===== src/rtl/cpu_ctrl.sv =====
// Instruction sequencer for the 11-bit-address / 14-bit-instruction CPU: fetch/decode/execute
// FSM driving every datapath strobe, plus a saturating retired-instruction counter.
// Optional feature macro: CPU_CTRL_JZ_EN (defined: JZ jumps when acc_zero; undefined: JZ acts as NOP).
module cpu_ctrl #(
  parameter int OP_W  = 3,
  parameter int CNT_W = 16
) (
  input  logic             clk,
  input  logic             reset,
  input  logic             start,
  input  logic [OP_W-1:0]  ir_op,
  input  logic             acc_zero,
  output logic             reset_ir,
  output logic             load_mar,
  output logic             mar_sel,
  output logic             load_pc,
  output logic             pc_sel,
  output logic             load_ir,
  output logic             mem_wr,
  output logic             load_acc,
  output logic [1:0]       alu_op,
  output logic             halted,
  output logic [2:0]       state,
  output logic [CNT_W-1:0] retired
);

  typedef enum logic [2:0] {
    S_INIT = 3'd0,
    S_F1   = 3'd1,
    S_F2   = 3'd2,
    S_F3   = 3'd3,
    S_DEC  = 3'd4,
    S_EX   = 3'd5,
    S_HALT = 3'd6,
    S_BAD  = 3'd7
  } state_t;

  localparam logic [OP_W-1:0] OP_LDA = OP_W'(3'd0);
  localparam logic [OP_W-1:0] OP_STA = OP_W'(3'd1);
  localparam logic [OP_W-1:0] OP_ADD = OP_W'(3'd2);
  localparam logic [OP_W-1:0] OP_SUB = OP_W'(3'd3);
  localparam logic [OP_W-1:0] OP_JMP = OP_W'(3'd4);
  localparam logic [OP_W-1:0] OP_JZ  = OP_W'(3'd5);
  localparam logic [OP_W-1:0] OP_NOP = OP_W'(3'd6);
  localparam logic [OP_W-1:0] OP_HLT = OP_W'(3'd7);

  state_t           state_r;
  state_t           next_s;
  logic             retire_s;
  logic             jz_take_s;
  logic [CNT_W-1:0] retired_r;

`ifdef CPU_CTRL_JZ_EN
  assign jz_take_s = acc_zero;
`else
  logic unused_acc_zero_s;
  assign unused_acc_zero_s = acc_zero;
  assign jz_take_s = 1'b0;
`endif

  // State register; reset wins over any in-flight transition.
  always_ff @(posedge clk) begin
    if (reset) begin
      state_r <= S_INIT;
    end else begin
      state_r <= next_s;
    end
  end

  // Next-state and strobe decode from the registered state (ir_op/acc_zero only in DEC/EX).
  always_comb begin
    next_s   = S_INIT;
    retire_s = 1'b0;
    reset_ir = 1'b0;
    load_mar = 1'b0;
    mar_sel  = 1'b0;
    load_pc  = 1'b0;
    pc_sel   = 1'b0;
    load_ir  = 1'b0;
    mem_wr   = 1'b0;
    load_acc = 1'b0;
    alu_op   = 2'd0;
    halted   = 1'b0;
    case (state_r)
      S_INIT: begin
        reset_ir = 1'b1;
        if (start) next_s = S_F1;
        else       next_s = S_INIT;
      end
      S_F1: begin
        load_mar = 1'b1;
        mar_sel  = 1'b0;
        next_s   = S_F2;
      end
      S_F2: begin
        load_pc = 1'b1;
        pc_sel  = 1'b0;
        next_s  = S_F3;
      end
      S_F3: begin
        load_ir = 1'b1;
        next_s  = S_DEC;
      end
      S_DEC: begin
        case (ir_op)
          OP_LDA, OP_STA, OP_ADD, OP_SUB: begin
            load_mar = 1'b1;
            mar_sel  = 1'b1;
            next_s   = S_EX;
          end
          OP_JMP: begin
            load_pc  = 1'b1;
            pc_sel   = 1'b1;
            retire_s = 1'b1;
            next_s   = S_F1;
          end
          OP_JZ: begin
            if (jz_take_s) begin
              load_pc = 1'b1;
              pc_sel  = 1'b1;
            end else begin
              load_pc = 1'b0;
              pc_sel  = 1'b0;
            end
            retire_s = 1'b1;
            next_s   = S_F1;
          end
          OP_NOP: begin
            retire_s = 1'b1;
            next_s   = S_F1;
          end
          OP_HLT: begin
            retire_s = 1'b1;
            next_s   = S_HALT;
          end
          default: next_s = S_INIT;
        endcase
      end
      S_EX: begin
        case (ir_op)
          OP_LDA: begin
            load_acc = 1'b1;
            alu_op   = 2'd0;
          end
          OP_ADD: begin
            load_acc = 1'b1;
            alu_op   = 2'd1;
          end
          OP_SUB: begin
            load_acc = 1'b1;
            alu_op   = 2'd2;
          end
          OP_STA:  mem_wr = 1'b1;
          default: mem_wr = 1'b0;
        endcase
        retire_s = 1'b1;
        next_s   = S_F1;
      end
      S_HALT: begin
        halted = 1'b1;
        if (start) next_s = S_F1;
        else       next_s = S_HALT;
      end
      default: next_s = S_INIT;
    endcase
  end

  // Retired-instruction counter, saturating at all-ones.
  always_ff @(posedge clk) begin
    if (reset) begin
      retired_r <= {CNT_W{1'b0}};
    end else if (retire_s && (retired_r != {CNT_W{1'b1}})) begin
      retired_r <= retired_r + CNT_W'(1);
    end else begin
      retired_r <= retired_r;
    end
  end

  assign state   = state_r;
  assign retired = retired_r;

endmodule

===== config.mk =====
export PLATFORM = sky130hd
export DESIGN_NAME = cpu_ctrl
export DESIGN_NICKNAME = d
export VERILOG_FILES = /design/src/rtl/cpu_ctrl.sv
export SDC_FILE = /design/constraint.sdc
export NUM_CORES = 1
export LEC_CHECK = 0
export BUFFER_PORTS_ARGS = -buffer_cell sky130_fd_sc_hd__clkbuf_2
export CAP_MARGIN = 20
export CORE_ASPECT_RATIO = 1.75
export CORE_MARGIN = 1.5
export CORE_UTILIZATION = 40
export CTS_CLUSTER_SIZE = 20
export DETAILED_ROUTE_END_ITERATION = 16
export GPL_TIMING_DRIVEN = 0
export PLACE_DENSITY_LB_ADDON = 0.15
export SETUP_SLACK_MARGIN = 0.1
export SYNTH_ARGS = -nofsm -noshare
export SYNTH_HDL_FRONTEND = slang
export SYNTH_SLANG_ARGS = --single-unit

===== constraint.sdc =====
create_clock -name clk -period 1.9 [get_ports clk]
set_input_delay 0.285 -clock clk [delete_from_list [all_inputs] [get_ports clk]]
set_output_delay 0.285 -clock clk [all_outputs]
set_load 0.1 [all_outputs]

# Yosys cells after proc, flatten, opt, wreduce, memory -nomap -nowiden

Cells that the tools add are included.

Flip-flop bits (word level): 19
Input bits: 7
Memory bits (writable): 0
Latch bits: 0
ROM bits: 0
Memories: 0
Word-level logic and storage cells: 45

Bitwise operators: 0
Reductions and logical operators: 7
Equality and inequality tests: 14
Shift operators: 0
Add/subtract/negate cells: 1
Mux-type cells: 21
Order comparisons: 0
Multipliers: 0
Divide/modulo/power cells: 0

Operators by type and width:

| operator                                             | number |
|---|---|
| equality test 3 bit (second input constant)          | 7 |
| case mux 3 bit (7 select lines)                      | 1 |
| adder 16 x 1 -> 16 bit (second input constant)       | 1 |
| inequality test 16 bit (second input constant)       | 1 |
| 2-to-1 mux 1 bit                                     | 13 |
| equality test 3 x 2 -> 1 bit (second input constant) | 4 |
| case mux 3 bit (3 select lines)                      | 1 |
| OR reduction 4 bit                                   | 2 |
| equality test 3 x 1 -> 1 bit (second input constant) | 2 |
| logical NOT 3 bit                                    | 2 |
| case mux 1 bit (2 select lines)                      | 3 |
| OR reduction 3 bit                                   | 2 |
| case mux 2 bit (2 select lines)                      | 1 |
| 2-to-1 mux 3 bit                                     | 1 |
| 2-to-1 mux 2 bit                                     | 1 |
| logical AND 1 bit                                    | 1 |

# Longest topological paths before layout

Depth in word-level cells: 5
Depth in mapped cells: 6
Mapped depth without buffers: 5

# Worst setup path before layout

Ideal clock, no wire load.

Path type: flip-flop to output port
Start: register state_r[2], in the netlist state[2]
End: output load_pc
Arrival time: 4.353 ns
Cell stages (with the launch flop): 6
Path slack: -2.738 ns
Buffers on the path: 1
Required time: 1.615 ns
Path through: dfxtp_1 buf_4 nor3b_1 nand2_1 nor3_1 a21o_1

Cells in the longest elaborated chain, start to end: 2
Elaborated cells between the ends (all ways): 3

Ends and longest elaborated chain:

| element                                                                    | line | text |
|---|---|---|
| from (decl)                                                                | 47   | `state_t state_r;` |
| from (signal assigned)                                                     | 66   | `state_r <= next_s;` |
| equality test 3 bit / equality test 3 x 2 -> 1 bit (equally long branches) | 84   | `case (state_r)` |
| case mux 1 bit (2 select lines) (*)                                        | 84   |  |
| to (decl)                                                                  | 16   | `output logic load_pc,` |

Mark *: on every way between the ends. The rest lies on a longest branch, timed or not.

# Final worst setup path

Start: register state_r[1], in the netlist state[1]
End: output mem_wr

Cells in the longest elaborated chain, start to end: 2

Ends and longest elaborated chain:

| element             | line | text |
|---|---|---|
| equality test 3 bit | 84   |  |
| 2-to-1 mux 1 bit    | 84   |  |
| to (decl)           | 19   | `output logic mem_wr,` |

Every way passes these cells.

==> flow_summary.ini <==
[status]
status = complete, no violations

[clocking]
htreeDepth = 1
worstSkewPairLatency_ps = 260
cts_buffer_depth = 2
cts_buffers = 3
cts_hold_buf = 0
cts_root_buf = clkbuf_8
clkTransAtPathRegs_ps = 70
cts.sinks = 19
cts_tree = yes

[logic_synthesis]
syn_area_sq_um = 1170
synth-edff-count = 0
yosys_register_bits = 19
synthCells = 149
async_flop_share = 0
avgSynthCellArea_sq_um = 7.83
synth_nets = 157
yosys_warnings = 0
ys_seq_area_frac = 0.326
ys_types = 40
synth_ff_type = dfxtp_1

[route]
drt_iter0_drc = 31
vias = 1375
drc = 0
viasPerCell = 6.06
postRouteAntennaNets = 0
drt_first_pass_iters = 4
wirelength_um = 3510
wl_per_cell_um = 15.5

[hold_path]
hp-class = input pin to flop
holdPathStages = 3

[global_route]
grtUsageMet1 = 0.246
gr-usage-met2 = 0.410
use_met3 = 0.0243
grt_usage = 0.219
grt_pass1_wl_um = 5480
gr-max-usage-layer = met2
overflow = 0
grt_pass1_vias = 1196
grt_start_max_net_pins = 11
antenna_found_initial = 0

[setup_path]
worstSetupPathType = flop to output port
ff2ff_path_depth = 6
critPathArrivalTime_ps = 1570
endpoint_kind = output port
r2r_setup_slack_ps = 140
worstPathRequired_ps = 1620
path_max_fanout = 4
start_kind = flop

[placed_design]
portBuffers = 34
gp_congestion = 0.859
place_inst = 210
dpl-instance-area_sq_um = 1580
dp_hpwl_um = 2390

[sta]
fin_skew_ps = 2.55
layout_min_cycle_time_ps = 1850
slew_viol_final = 0
min_period_over_period = 0.975
slew-limit-headroom = 0.634
setup_viol = 0
tightest_slew_ps = 550
fin_hold_ws_ps = 378
setup-tns-final_ps = 0
rsz0062_at_grt = true
final_hold_viol_count = 0
fmax_mhz = 540

[power]
max-vdd-ir-drop_v = 0.000461
p_per_area_nw_per_um2 = 508
p_leak_nw = 0.729

[cells_and_area]
final_cell_area_sq_um = 1940
syn_to_final_growth_pct = 66.3
final_layout_size_suffix_gt1_frac = 0.530
postLayoutCoreUtil = 0.705
fillers = 215
diodes = 0
fin_cells = 227
final_nets = 209

[floorplanning]
pin_count = 37
die_y_um = 74.5
dieArea_sq_um = 3260
core_area_sq_um = 2750
fp-row-count = 25
initial_core_util = 0.424
die_w_um = 43.8

[run]
maxCapViolCount = 0
-- cell usage in the layout (no fill, tap or decap), types with 4 or more instances in the layout --
master,instances
o21ai_0,4
a21oi_1,9
nor2_1,9
nand2_1,10
clkbuf_8,4
clkbuf_16,4
clkbuf_2,25
nand4_1,4
buf_4,12
nor4_4,4
or4_1,6
inv_1,6
dfxtp_4,18
o31ai_1,6
mux2_1,4
nand3_1,7
-- power by group --
part / internal [mW] / switching, mW
Sequential: 0.384 / 0.0137
Combinational: 0.0893 / 0.213
Clock: 0.149 / 0.138
-- layout make-up --
class,count,area [sq um],area share
plain buffers,7,51.3,0.0264
clock buffers,4,45.0,0.0232
inverters,7,26.3,0.0135
multi-input cells,115,922,0.475
flip-flops and latches,19,449,0.231
well taps,27,33.8,0.0174
repair buffers,48,414,0.213
-- registers in the layout, indices dropped and copies added, names as in the netlist --
register / count
retired: 16
state: 3
-- final timing paths --
check | from | end
setup / recovery | state[1] | mem_wr
hold / removal | reset | retired[13]
setup reg to reg | state[1] | retired[7]
hold reg to reg | retired[15] | retired[15]
-- worst max-delay path, stage by stage, from the launching register on --
cell	delay [ps]
dfxtp_4	350
and2b_4	270
nand3b_1	100
buf_6	160
nor3b_4	200
clkbuf_16	230
-- layer usage --
metal  vias to the layer above  wire length (um)
met5                         -                 0
met1                       651              1370
li1                        677                 -
met3                         4               130
met4                         0                43
met2                        43              1970
-- cell usage after synthesis, drive strengths merged (2+ instances only) --
master   count  area (sq um)
a21oi       12          60.1
and2b        2          17.5
and4         2          17.5
buf          3          17.5
clkbuf       5          18.8
dfxtp       19           380
inv          7          26.3
mux2         4          45.0
nand2       12          45.0
nand3        7          35.0
nand4        4          25.0
nor2        13          48.8
nor2b        3          18.8
nor3         8          40.0
nor3b        3          22.5
nor4         7          50.1
o2111ai      2          35.0
o21ai        7          35.0
o31ai        6          45.0
or4          8          60.1
-- stage by stage --
stage	setup slack (ps)	total power, mW
after global placement	-87.2	0.655
after global routing	-0.371	1.02
after floorplan	-551	0.615
final	46.7	0.987
after CTS	28.8	0.989
after detailed placement	-106	0.658
-- logic make-up (layout without fill, tap and decap cells) --
kind of cell / Yosys count / count (layout) / share of synthesized area
and+or+nand+nor: 75 / 75 / 0.363
AOI/OAI and AO/OA: 35 / 35 / 0.208
DFF: 19 / 19 / 0.326
muxes: 4 / 4 / 0.0386
adders and majority gates: 1 / 1 / 0.0107
buffers and inverters: 15 / 66 / 0.0536
-- timing repair --
action                                  in CTS  in global routing
endpoints found under the setup margin      16                 19
setup buffers                                6                  8
gates resized for setup                     30                 16
pin swaps                                    4                  7
gates cloned                                 0                  0
Note: power is estimated with default switching activity, not from simulation.
